## src/rtl/gtxe2_chnl_rx_oob.sv

```systemverilog
// SATA out-of-band receive detector: classifies squelch bursts and gaps
// into COMINIT / COMWAKE sequences and pulses the matching detect output.
module gtxe2_chnl_rx_oob #(
  parameter int unsigned SATA_BURST_SEQ_LEN = 4,
  parameter int unsigned BURST_MIN          = 12,
  parameter int unsigned BURST_MAX          = 20,
  parameter int unsigned WAKE_GAP_MIN       = 12,
  parameter int unsigned WAKE_GAP_MAX       = 20,
  parameter int unsigned INIT_GAP_MIN       = 40,
  parameter int unsigned INIT_GAP_MAX       = 56
) (
  input  logic clk,
  input  logic reset_n,
  input  logic rx_idle,
  output logic RXCOMINITDET,
  output logic RXCOMWAKEDET,
  output logic RXELECIDLE
);

  localparam int unsigned RUN_W = 8;
  localparam int unsigned CNT_W = 4;

  localparam logic [RUN_W-1:0] RUN_ONE  = RUN_W'(1);
  localparam logic [RUN_W-1:0] RUN_SAT  = '1;
  localparam logic [RUN_W-1:0] B_MIN    = RUN_W'(BURST_MIN);
  localparam logic [RUN_W-1:0] B_MAX    = RUN_W'(BURST_MAX);
  localparam logic [RUN_W-1:0] WG_MIN   = RUN_W'(WAKE_GAP_MIN);
  localparam logic [RUN_W-1:0] WG_MAX   = RUN_W'(WAKE_GAP_MAX);
  localparam logic [RUN_W-1:0] IG_MIN   = RUN_W'(INIT_GAP_MIN);
  localparam logic [RUN_W-1:0] IG_MAX   = RUN_W'(INIT_GAP_MAX);
  localparam logic [CNT_W-1:0] SEQ_LAST = CNT_W'(SATA_BURST_SEQ_LEN - 1);

  typedef enum logic [1:0] {
    ST_IDLE,
    ST_BURST,
    ST_GAP,
    ST_WAIT_IDLE
  } state_t;

  typedef enum logic [1:0] {
    CLS_NONE,
    CLS_INIT,
    CLS_WAKE
  } cls_t;

  state_t             state_q, state_d;
  logic [RUN_W-1:0]   run_q, run_d;
  logic [CNT_W-1:0]   bursts_cnt_q, bursts_cnt_d;
  cls_t               cls_q, cls_d;
  logic               init_det_d, wake_det_d;

  logic [RUN_W-1:0]   run_inc_c;
  logic               burst_ok_c;
  cls_t               gap_cls_c;

  // Saturating run increment and run-length classification
  always_comb begin
    run_inc_c  = (run_q == RUN_SAT) ? run_q : run_q + RUN_ONE;
    burst_ok_c = (run_q >= B_MIN) && (run_q <= B_MAX);
    gap_cls_c  = CLS_NONE;
    if ((run_q >= WG_MIN) && (run_q <= WG_MAX)) begin
      gap_cls_c = CLS_WAKE;
    end else if ((run_q >= IG_MIN) && (run_q <= IG_MAX)) begin
      gap_cls_c = CLS_INIT;
    end
  end

  // State register and registered outputs
  always_ff @(posedge clk or negedge reset_n) begin
    if (!reset_n) begin
      state_q      <= ST_IDLE;
      run_q        <= '0;
      bursts_cnt_q <= '0;
      cls_q        <= CLS_NONE;
      RXCOMINITDET <= 1'b0;
      RXCOMWAKEDET <= 1'b0;
      RXELECIDLE   <= 1'b1;
    end else begin
      state_q      <= state_d;
      run_q        <= run_d;
      bursts_cnt_q <= bursts_cnt_d;
      cls_q        <= cls_d;
      RXCOMINITDET <= init_det_d;
      RXCOMWAKEDET <= wake_det_d;
      RXELECIDLE   <= rx_idle;
    end
  end

  // Next-state logic; every run restarts at 1 so sequences chain without dead cycles
  always_comb begin
    state_d      = state_q;
    run_d        = run_q;
    bursts_cnt_d = bursts_cnt_q;
    cls_d        = cls_q;
    init_det_d   = 1'b0;
    wake_det_d   = 1'b0;

    unique case (state_q)
      ST_IDLE: begin
        if (!rx_idle) begin
          state_d = ST_BURST;
          run_d   = RUN_ONE;
        end
      end

      ST_BURST: begin
        if (!rx_idle) begin
          if (run_q >= B_MAX) begin
            state_d      = ST_WAIT_IDLE;
            bursts_cnt_d = '0;
            cls_d        = CLS_NONE;
          end else begin
            run_d = run_inc_c;
          end
        end else if (burst_ok_c) begin
          if (bursts_cnt_q < SEQ_LAST) begin
            bursts_cnt_d = bursts_cnt_q + CNT_W'(1);
            state_d      = ST_GAP;
            run_d        = RUN_ONE;
          end else begin
            init_det_d   = (cls_q == CLS_INIT);
            wake_det_d   = (cls_q == CLS_WAKE);
            bursts_cnt_d = '0;
            cls_d        = CLS_NONE;
            state_d      = ST_IDLE;
          end
        end else begin
          bursts_cnt_d = '0;
          cls_d        = CLS_NONE;
          state_d      = ST_IDLE;
        end
      end

      ST_GAP: begin
        if (rx_idle) begin
          if (run_q >= IG_MAX) begin
            bursts_cnt_d = '0;
            cls_d        = CLS_NONE;
            state_d      = ST_IDLE;
          end else begin
            run_d = run_inc_c;
          end
        end else begin
          state_d = ST_BURST;
          run_d   = RUN_ONE;
          // A bad or mismatched gap makes the current burst the first of a new sequence
          if ((gap_cls_c != CLS_NONE) && ((cls_q == CLS_NONE) || (cls_q == gap_cls_c))) begin
            cls_d = gap_cls_c;
          end else begin
            bursts_cnt_d = '0;
            cls_d        = CLS_NONE;
          end
        end
      end

      ST_WAIT_IDLE: begin
        if (rx_idle) begin
          state_d = ST_IDLE;
        end
      end

      default: begin
        state_d = ST_IDLE;
      end
    endcase
  end

endmodule

```

## config.mk

```make
export PLATFORM = sky130hd
export DESIGN_NAME = gtxe2_chnl_rx_oob
export DESIGN_NICKNAME = d
export VERILOG_FILES = /design/src/rtl/gtxe2_chnl_rx_oob.sv
export SDC_FILE = /design/constraint.sdc
export NUM_CORES = 1
export LEC_CHECK = 0
export BUFFER_PORTS_ARGS = -buffer_cell sky130_fd_sc_hd__buf_2
export CAP_MARGIN = 40
export CORE_ASPECT_RATIO = 1.1
export CORE_MARGIN = 5
export CORE_UTILIZATION = 40
export DETAILED_ROUTE_END_ITERATION = 16
export GPL_ROUTABILITY_DRIVEN = 0
export REMOVE_ABC_BUFFERS = 1
export SYNTH_ARGS = -nofsm -noshare
export SYNTH_HDL_FRONTEND = slang
export SYNTH_SLANG_ARGS = --single-unit
```

## constraint.sdc

```tcl
create_clock -name clk -period 5.5 [get_ports clk]
set_input_delay 0.55 -clock clk [delete_from_list [all_inputs] [get_ports clk]]
set_output_delay 0.55 -clock clk [all_outputs]
set_load 0.005 [all_outputs]
```

==> metrics.md, run 1 <==
| Metric | Value |
|---|---|
| GR Util All Layers | 12.3% |
| P&R area growth vs syn | 4.44% |
| Status | completed |
| Global-route wire length before repair | between 4 and 5 mm |
| Chip height | 68.4 um |
| GRT overflow | 0 |
| Startpoint Class | flip-flop |
| Synth Instances | between 100 and 150 |
| Routed Antenna Nets | 0 |
| Critical Path RT | between 5 and 6 ns |
| Syn Area/Cell | 10.2 um2 |
| Synth Register Bits | 19 |
| Number of I/O pins | 6 |
| Number of flops mapped to enable cells by yosys | 0 |
| CTS Buf Count | 3 |
| Pin count of the biggest net entering global routing | 20 |
| Top cells by count, synth | dfrtp_1, ha_1, nand2_1, nor2_1, and2_1 |
| Initial DRC count | 33 |
| Vias | around 880 |
| Sequential fraction of the synthesis area | 38.5% |
| Wire per inst | 14.2 um |
| Post-cts sizing count | 0 |
| Post-synthesis cell type count | 45 |
| Ys flop type | dfrtp_1 |
| Critical Path Fanout Max | 6 |
| Adder-Cell Fraction of Synth Area | a little under a tenth |
| Synth Area in Compound Gates | between 10% and 20% |
| Reg-to-reg startpoint | state_q[0] |
| Vias per cell | 5.46 |
| Slew headroom | between 60% and 70% |
| Initial Util | approximately two fifths |
| Peak VDD IR | approximately 0.00015 V |
| Layout cell share with drive strength beyond 1 | 18.1% |
| FMAX | 0.469 GHz |
| CTS tree | done |
| Period utilization | between 30% and 40% |
| Leak Pwr | 0.613 nW |
| Pre-antenna DRT Iters | 3 |
| CTS max path bufs | 2 |
| Tmin final | about 2.1 ns |
| Synth top area share | 36.4% |
| Post-synthesis xor/xnor area fraction | 0% |
| Arrival time worst endpoint | 2.32 ns |
| Largest family of logic cells by synthesized area | simple AND/OR/NAND/NOR gates |
| Worst R2R End | bursts_cnt_q[1] |
| Post-CTS setup buffers | 0 |
| Detailed placer's ending HPWL | 1.72 mm |
| Total of max-cap violations | 0 |
| H-tree Lvls | 1 |
| Simple-Gate Fraction of Synth Area | between 20% and 30% |
| Synthesis warning total | 0 |
| Endpoints failing setup | 0 |
| Die X | 63.1 um |
| Row count | 21 |
| Die footprint | roughly 4300 um2 |
| Cell with the most instances after synthesis | dfrtp_1 |
| Power Density | about 360 nW/um2 |
| Setup_tns | 0 ns |
| Clk_skew | ~0.0047 ns |
| Vias in the first global route | about 960 |
| Mux cell area share after synthesis | between 6 and 7% |
| Async set-reset flop share out of synthesis | between 90% and 100% |
| # DRC | 0 |
| Post-Syn Area | roughly 1200 um2 |
| Min Hold Slack | roughly 0.17 ns |
| RSZ-0062 raised after global routing | no |
| CTS clk-pin slew, worst paths | roughly 0.12 ns |
| Area leader, netlist | dfrtp_1 |
| Drt total wl | 2.28 mm |
| # diodes | 0 |
| Clock sinks | 19 |
| Worst-skew pair later-pin latency | ~0.29 ns |
| HP Class | primary input to async pin |
| Clock Tree Root | clkbuf_4 |
| Hold-fix buffers, CTS | 0 |
| Core ar. | roughly 3000 um2 |
| Antenna violations before repair | 0 |
| Slew Limit Fails | 0 |
| Top cells by area, synth | dfrtp_1, ha_1, and2_1 |
| PortBufs | 5 |
| Crit. End Element | flip-flop |
| Setup slack, reg-to-reg | roughly 3.4 ns |
| Final nets | 140 |
| Crit Path Category | flip-flop to flip-flop |
| Worst slew pin tran | about 0.59 ns |
| Final hold viol count | 0 |
| Worst reg-to-reg path cell count | 6 |
[power by group]
| part | switching (mW) | total, mW | leakage (nW) | internal (mW) |
|---|---|---|---|---|
| registers | 0.0186 | 0.175 | 0.256 | 0.156 |
| clock network | 0.0444 | 0.0726 | 0.0150 | 0.0282 |
| logic | 0.125 | 0.215 | 0.343 | 0.0895 |
[cell usage in the layout (no fill, tap or decap), types with 2 or more instances in the layout]
| cell | count |
|---|---|
| inv_1 | 5 |
| nand3_1 | 3 |
| and2_1 | 6 |
| o21ai_1 | 3 |
| nor2b_1 | 3 |
| nor2_1 | 9 |
| mux2_2 | 3 |
| a21oi_1 | 5 |
| nor3b_1 | 3 |
| clkbuf_4 | 3 |
| a31oi_1 | 2 |
| nand2_1 | 9 |
| nor3_1 | 3 |
| dfrtp_1 | 18 |
| buf_2 | 5 |
| nand2b_1 | 4 |
| o22a_1 | 2 |
| ha_1 | 9 |
| mux2i_1 | 2 |
| o31ai_1 | 3 |
| mux2_4 | 2 |
[worst max-delay path, stage by stage, from the launching register on]
cell	delay [ns]
dfrtp_1	0.42
inv_1	0.11
ha_1	0.27
and2_1	0.20
a22oi_2	0.19
or4b_4	0.52
mux2_4	0.31
[final cells by class]
cell class	instances	area, um2
repair buffers	5	25.0
inverters	5	18.8
fillers	292	1730
multi-input cells	94	704
clock buffers	4	26.3
well taps	34	42.5
flip-flops and latches	19	477
[layer usage]
metal  wire length [um]  GRT usage [%]
met5                  0              0
met4                 14           4.77
met3                 51           2.13
met2               1120           22.1
met1               1090           14.7
[cell families after synthesis]
group | count (synthesis)
compound gates | 25
fa+ha+maj | 9
buf+inv | 9
flops | 19
mux | 7
simple gates | 53
[sequential cells by signal, summed over array words and instances, names as in the netlist]
signal        count
state_q           2
RXCOMWAKEDET      1
RXELECIDLE        1
RXCOMINITDET      1
bursts_cnt_q      4
run_q             8
cls_q             2
[worst max path at each step]
stage | cells after the start | startpoint | slack (ns) | to
2_1_floorplan | 7 | run_q[0] | 3.51 | bursts_cnt_q[0]
3_3_place_gp | 6 | rx_idle | 3.42 | bursts_cnt_q[0]
3_5_place_dp | 6 | state_q[0] | 3.38 | bursts_cnt_q[1]
4_1_cts | 6 | state_q[0] | 3.36 | bursts_cnt_q[1]
5_1_grt | 7 | run_q[0] | 3.22 | run_q[2]
6_report | 6 | state_q[0] | 3.37 | bursts_cnt_q[1]
[metrics by stage]
stage	setup slack (ns)	instances	power, mW	util [%]	cell area [um2]
2_1_floorplan	3.51	118	0.342	-	1200
3_3_place_gp	3.42	157	0.383	41.9	1270
3_5_place_dp	3.38	157	0.392	41.9	1270
4_1_cts	3.36	161	0.466	42.8	1290
5_1_grt	3.22	161	0.503	42.8	1290
6_report	3.37	161	0.462	42.8	1290
No activity file was read; power rests on OpenSTA's default activity.
==> inputs of run 2 (changes only) <==
==> constraint.sdc (replaced) <==
create_clock -name clk -period 1.7 [get_ports clk]
set_input_delay 0.17 -clock clk [delete_from_list [all_inputs] [get_ports clk]]
set_output_delay 0.17 -clock clk [all_outputs]
set_load 0.005 [all_outputs]
==> metrics.md, run 2 (synthesis results as in run 1) <==
| Metric | Value |
|---|---|
| Worst-skew pair later-pin latency | about 0.32 ns |
| CTS tree | done |
| Slew Limit Fails | 0 |
| Antenna violations before repair | 0 |
| Global-route wire length before repair | between 5 and 6 mm |
| Largest regs | run_q (8), bursts_cnt_q (4) |
| Startpoint Class | flip-flop |
| Fill count | ~240 |
| Clock sinks | 19 |
| Crit path setup slack, layout | -0.335 ns |
| Core ar. | just over 3000 um2 |
| Status | finished with violations |
| Peak VDD IR | between 0.0007 and 0.0008 V |
| Max FFs per register | 8 |
| Number of I/O pins | 6 |
| Detailed placer's ending HPWL | between 2 and 2.5 mm |
| Largest reg by FF count | run_q |
| Commonest non-fill, non-tap cells in the layout | buf_4, dfrtp_1, nor2_1 |
| Worst reg-to-reg path cell count | 7 |
| CTS Buf Count | 3 |
| Hold path startpoint | rx_idle |
| Worst slew pin tran | between 0.4 and 0.5 ns |
| Slew headroom | around 71% |
| Initial Util | between 40% and 50% |
| Dpl ws | -0.305 ns |
| Pre-antenna DRT Iters | 4 |
| Arrival time worst endpoint | 2.25 ns |
| HP Class | primary input to flip-flop |
| P&R area growth vs syn | 46.6% |
| Critical Path Fanout Max | 4 |
| Failing checks | setup timing |
| Most common cell after layout, fill and taps aside | buf_4 |
| Crit. End Element | flip-flop |
| Routed Antenna Nets | 0 |
| # diodes | 0 |
| CTS clk-pin slew, worst paths | 0.12 ns |
| Clock Tree Root | clkbuf_4 |
| Die X | ~63 um |
| Pwr Total | around 2.2 mW |
| FMAX | about 0.49 GHz |
| Min-Delay Endpoint | RXELECIDLE |
| Final nets | between 150 and 200 |
| Setup_tns | -1.63 ns |
| Leak Pwr | between 0.8 and 0.9 nW |
| Vias | roughly 1100 |
| # DRC | 0 |
| Endpoints failing setup | 14 |
| Crit Path Category | flip-flop to flip-flop |
| Critical Path RT | between 1.5 and 2 ns |
| Vias per cell | between 5 and 6 |
| Power Density | approximately 1200 nW/um2 |
| Wire per inst | around 15 um |
| RSZ-0062 raised after global routing | yes |
| GR Util All Layers | about 15% |
| Die footprint | approximately 4300 um2 |
| Tmin final | ~2.0 ns |
| Layout cell share with drive strength beyond 1 | approximately 58% |
| Worst R2R End | bursts_cnt_q[1] |
| Clk_skew | around 0.0028 ns |
| Reg-to-reg startpoint | run_q[0] |
| Setup slack, reg-to-reg | -0.33 ns |
| PortBufs | 5 |
| Chip height | slightly below 70 um |
| Row count | 21 |
| Period utilization | 120% |
| Total of max-cap violations | 0 |
| Initial DRC count | 36 |
| Pin count of the biggest net entering global routing | 20 |
| Drt total wl | just under 3 mm |
| GRT overflow | 0 |
| CTS max path bufs | 2 |
| Hold path cells | 2 |
| Final hold viol count | 0 |
| H-tree Lvls | 1 |
| Vias in the first global route | about 1100 |
-- run 2: changes by cell type in the layout (fill, tap and decap cells not counted), moves of 4 or more --
cell | previous run | this run
dfrtp_2 | 0 | 5
dfrtp_1 | 18 | 13
buf_6 | 0 | 5
buf_4 | 0 | 38
ha_1 | 9 | 5
-- run 2: worst max-delay path, cell delays in order, from the launching register on --
cell	delay, ns
dfrtp_1	0.42
inv_2	0.07
ha_4	0.15
and2b_1	0.19
o22ai_2	0.06
and3_4	0.18
or4b_4	0.55
mux2_4	0.31
-- run 2: per-layer routing --
metal	vias up	wire length [um]	GRT usage (%)
met4	0	59	7.16
met2	15	1480	26.5
met3	6	86	2.30
li1	537	-	-
met1	504	1360	17.7
met5	-	0	0
-- run 2: worst max path at each step --
stage,from,endpoint,slack [ns]
2_1_floorplan,run_q[0],bursts_cnt_q[0],-0.29
3_3_place_gp,run_q[0],bursts_cnt_q[0],-0.27
3_5_place_dp,run_q[0],bursts_cnt_q[1],-0.31
4_1_cts,run_q[0],bursts_cnt_q[1],-0.29
5_1_grt,run_q[0],bursts_cnt_q[1],-0.37
6_report,run_q[0],bursts_cnt_q[1],-0.33
-- run 2: layout make-up --
cell class              count  area [um2]  share of cell area [%]
clock buffers               3        22.5                    1.24
clock inverters             1        5.00                   0.276
inverters                   5        18.8                    1.03
multi-input cells          94         867                    47.8
flip-flops and latches     19         483                    26.6
well taps                  34        42.5                    2.34
repair buffers             49         377                    20.7
-- run 2: where the power goes --
group / leakage (nW) / internal (mW) / switching (mW) / total [mW]
registers: 0.248 / 0.506 / 0.0444 / 0.550
logic: 0.571 / 0.716 / 0.652 / 1.37
clock network: 0.0177 / 0.0883 / 0.171 / 0.259
total: 0.837 / 1.31 / 0.868 / 2.18
-- run 2: timing repair --
action,CTS,global route
endpoints found under the hold margin,18,0
setup buffers,4,6
pin swaps,21,9
resized for setup,35,15
hold buffers,1,0
endpoints found under the setup margin,15,17
-- run 2: through the flow --
stage	hold slack, ns	instances	util [%]	cell area (um2)
after floorplan	-0.126	118	-	1200
final	0.156	205	60.1	1820
after global placement	0.133	191	50.4	1520
after CTS	0.148	200	57.3	1730
after detailed placement	0.140	191	50.4	1520
after global routing	0.162	205	60.1	1820
==> inputs of run 3 (changes only) <==
--- a/config.mk
+++ b/config.mk
@@ -12,6 +12,7 @@
 export CORE_UTILIZATION = 40
 export DETAILED_ROUTE_END_ITERATION = 16
 export GPL_ROUTABILITY_DRIVEN = 0
+export RECOVER_POWER = 100
 export REMOVE_ABC_BUFFERS = 1
 export SYNTH_ARGS = -nofsm -noshare
 export SYNTH_HDL_FRONTEND = slang
==> metrics.md, run 3 (synthesis results as in run 1) <==
| Metric | Value |
|---|---|
| # diodes | 0 |
| Total of max-cap violations | 0 |
| Max FFs per register | 8 |
| CTS max path bufs | 2 |
| Vias in the first global route | between 1000 and 1500 |
| Antenna violations before repair | 0 |
| Status | finished with violations |
| Pwr Total | 2.18 mW |
| # DRC | 0 |
| Final hold viol count | 0 |
| Critical Path Fanout Max | 4 |
| Final nets | between 150 and 200 |
| Clk_skew | between 0.002 and 0.003 ns |
| Layout cell share with drive strength beyond 1 | 56.1% |
| Clock sinks | 19 |
| Number of I/O pins | 6 |
| Critical Path RT | about 1.9 ns |
| Switching Share | ~40% |
| GRT overflow | 0 |
| Fill count | 235 |
| Logic pwr share | around 63% |
| Wl on met1 | 1.34 mm |
| Startpoint Class | flip-flop |
| Vias per cell | approximately 5.2 |
| Routed Antenna Nets | 0 |
| Met2 WL | 1.48 mm |
| Worst slew pin tran | 1.03 ns |
| CTS Buf Count | 3 |
| Initial Util | approximately two fifths |
| Highest Signal Layer | met4 |
| Initial DRC count | 35 |
| Period utilization | 120% |
| Arrival time worst endpoint | 2.25 ns |
| Commonest non-fill, non-tap cells in the layout | buf_4, dfrtp_1, nor2_1 |
| Global-route wire length before repair | between 5 and 6 mm |
| Clock Tree Root | clkbuf_4 |
| RSZ-0062 raised after global routing | yes |
| Chip height | between 60 and 70 um |
| H-tree Lvls | 1 |
| Crit path setup slack, layout | -0.335 ns |
| Power Density | 1200 nW/um2 |
| Detailed placer's ending HPWL | between 2 and 2.5 mm |
| Drt total wl | a little under 3 mm |
| GR Util All Layers | roughly 15% |
| Tmin final | roughly 2 ns |
| Endpoints failing setup | 14 |
| Row count | 21 |
| P&R area growth vs syn | 46.1% |
| HP Class | primary input to flip-flop |
| Met3 WL post-DR | around 90 um |
| Peak VDD IR | between 0.0007 and 0.0008 V |
| Slew Limit Fails | 0 |
| Cell internal pwr | roughly 1.3 mW |
| CTS tree | done |
| Vias | approximately 1100 |
| Wire per inst | between 10 and 15 um |
| Crit. End Element | flip-flop |
| Die X | about 63 um |
| Die footprint | approximately 4300 um2 |
| Flop pwr share | between 20% and 30% |
| Largest reg by FF count | run_q |
| Util after Layout | between 50% and 60% |
| Net Switching | slightly below 900 uW |
| Largest regs | run_q (8), bursts_cnt_q (4) |
| CTS clk-pin slew, worst paths | ~0.12 ns |
| Worst-skew pair later-pin latency | 0.32 ns |
| Crit Path Category | flip-flop to flip-flop |
| Slew headroom | about 31% |
| Leak Pwr | ~0.83 nW |
| Clk pwr share | roughly an eighth |
| FMAX | ~0.5 GHz |
| Core ar. | about 3000 um2 |
| Pin count of the biggest net entering global routing | 20 |
| Pre-antenna DRT Iters | 4 |
| Failing checks | setup timing |
| Most common cell after layout, fill and taps aside | buf_4 |
| PortBufs | 5 |
run 3: changes by cell type in the layout (fill, tap and decap cells not counted), sizes merged:
cell	delta
clkbuf	+3
buf	-3
run 3: area by class of cell:
class	count	area [um2]	share of cell area (%)
well taps	34	42.5	2.35
clock inverters	1	5.00	0.277
clock buffers	3	22.5	1.24
flip-flops and latches	19	483	26.7
multi-input cells	94	867	47.9
inverters	5	18.8	1.04
repair buffers	49	370	20.5
run 3: final timing paths:
| kind | end | slack [ns] | cells after the start | from |
|---|---|---|---|---|
| setup / recovery | bursts_cnt_q[1] | -0.33 | 7 | run_q[0] |
| hold / removal | RXELECIDLE | 0.22 | 2 | rx_idle |
| setup reg to reg | bursts_cnt_q[1] | -0.33 | 7 | run_q[0] |
| hold reg to reg | RXCOMINITDET | 0.48 | 1 | cls_q[1] |
| max in group asynchronous | run_q[5] | 0.48 | 2 | reset_n |
| min in group asynchronous | bursts_cnt_q[2] | 0.53 | 2 | reset_n |
run 3: power by group through the flow:
stage | clock (mW) | combinational [mW] | sequential [mW]
4_1_cts | 0.263 | 1.25 | 0.545
2_1_floorplan | 0 | 0.546 | 0.561
6_report | 0.259 | 1.37 | 0.550
5_1_grt | 0.282 | 1.48 | 0.553
3_5_place_dp | 0 | 1.03 | 0.551
3_3_place_gp | 0 | 1.00 | 0.547
run 3: per-stage QoR:
stage	setup slack (ns)	cells	area (um2)	hold WS, ns	setup TNS (ns)
after floorplan	-0.293	118	1200	-0.126	-1.08
after global placement	-0.268	191	1520	0.133	-1.54
after detailed placement	-0.305	191	1520	0.140	-2.10
after CTS	-0.292	200	1730	0.148	-1.63
after global routing	-0.372	205	1810	0.239	-2.25
final	-0.335	205	1810	0.221	-1.64
run 3: timing repair:
action	in CTS	in global routing
setup buffers	4	6
endpoints found under the setup margin	15	17
hold endpoints to repair	18	0
pin swaps	21	9
gates resized for setup	35	15
hold buffers	1	0
run 3: routing by layer:
| layer | GRT usage [%] | vias up |
|---|---|---|
| met5 | 0 | - |
| met4 | 7.16 | 0 |
| met3 | 2.30 | 6 |
| met2 | 26.5 | 15 |
| met1 | 17.7 | 504 |
| li1 | - | 539 |
run 3: worst max-delay path, stage by stage, from the launching register on:
cell and delay [ns]:
dfrtp_1 0.42, inv_2 0.07, ha_4 0.15, and2b_1 0.19, o22ai_2 0.06, and3_4 0.18
or4b_4 0.55, mux2_4 0.31
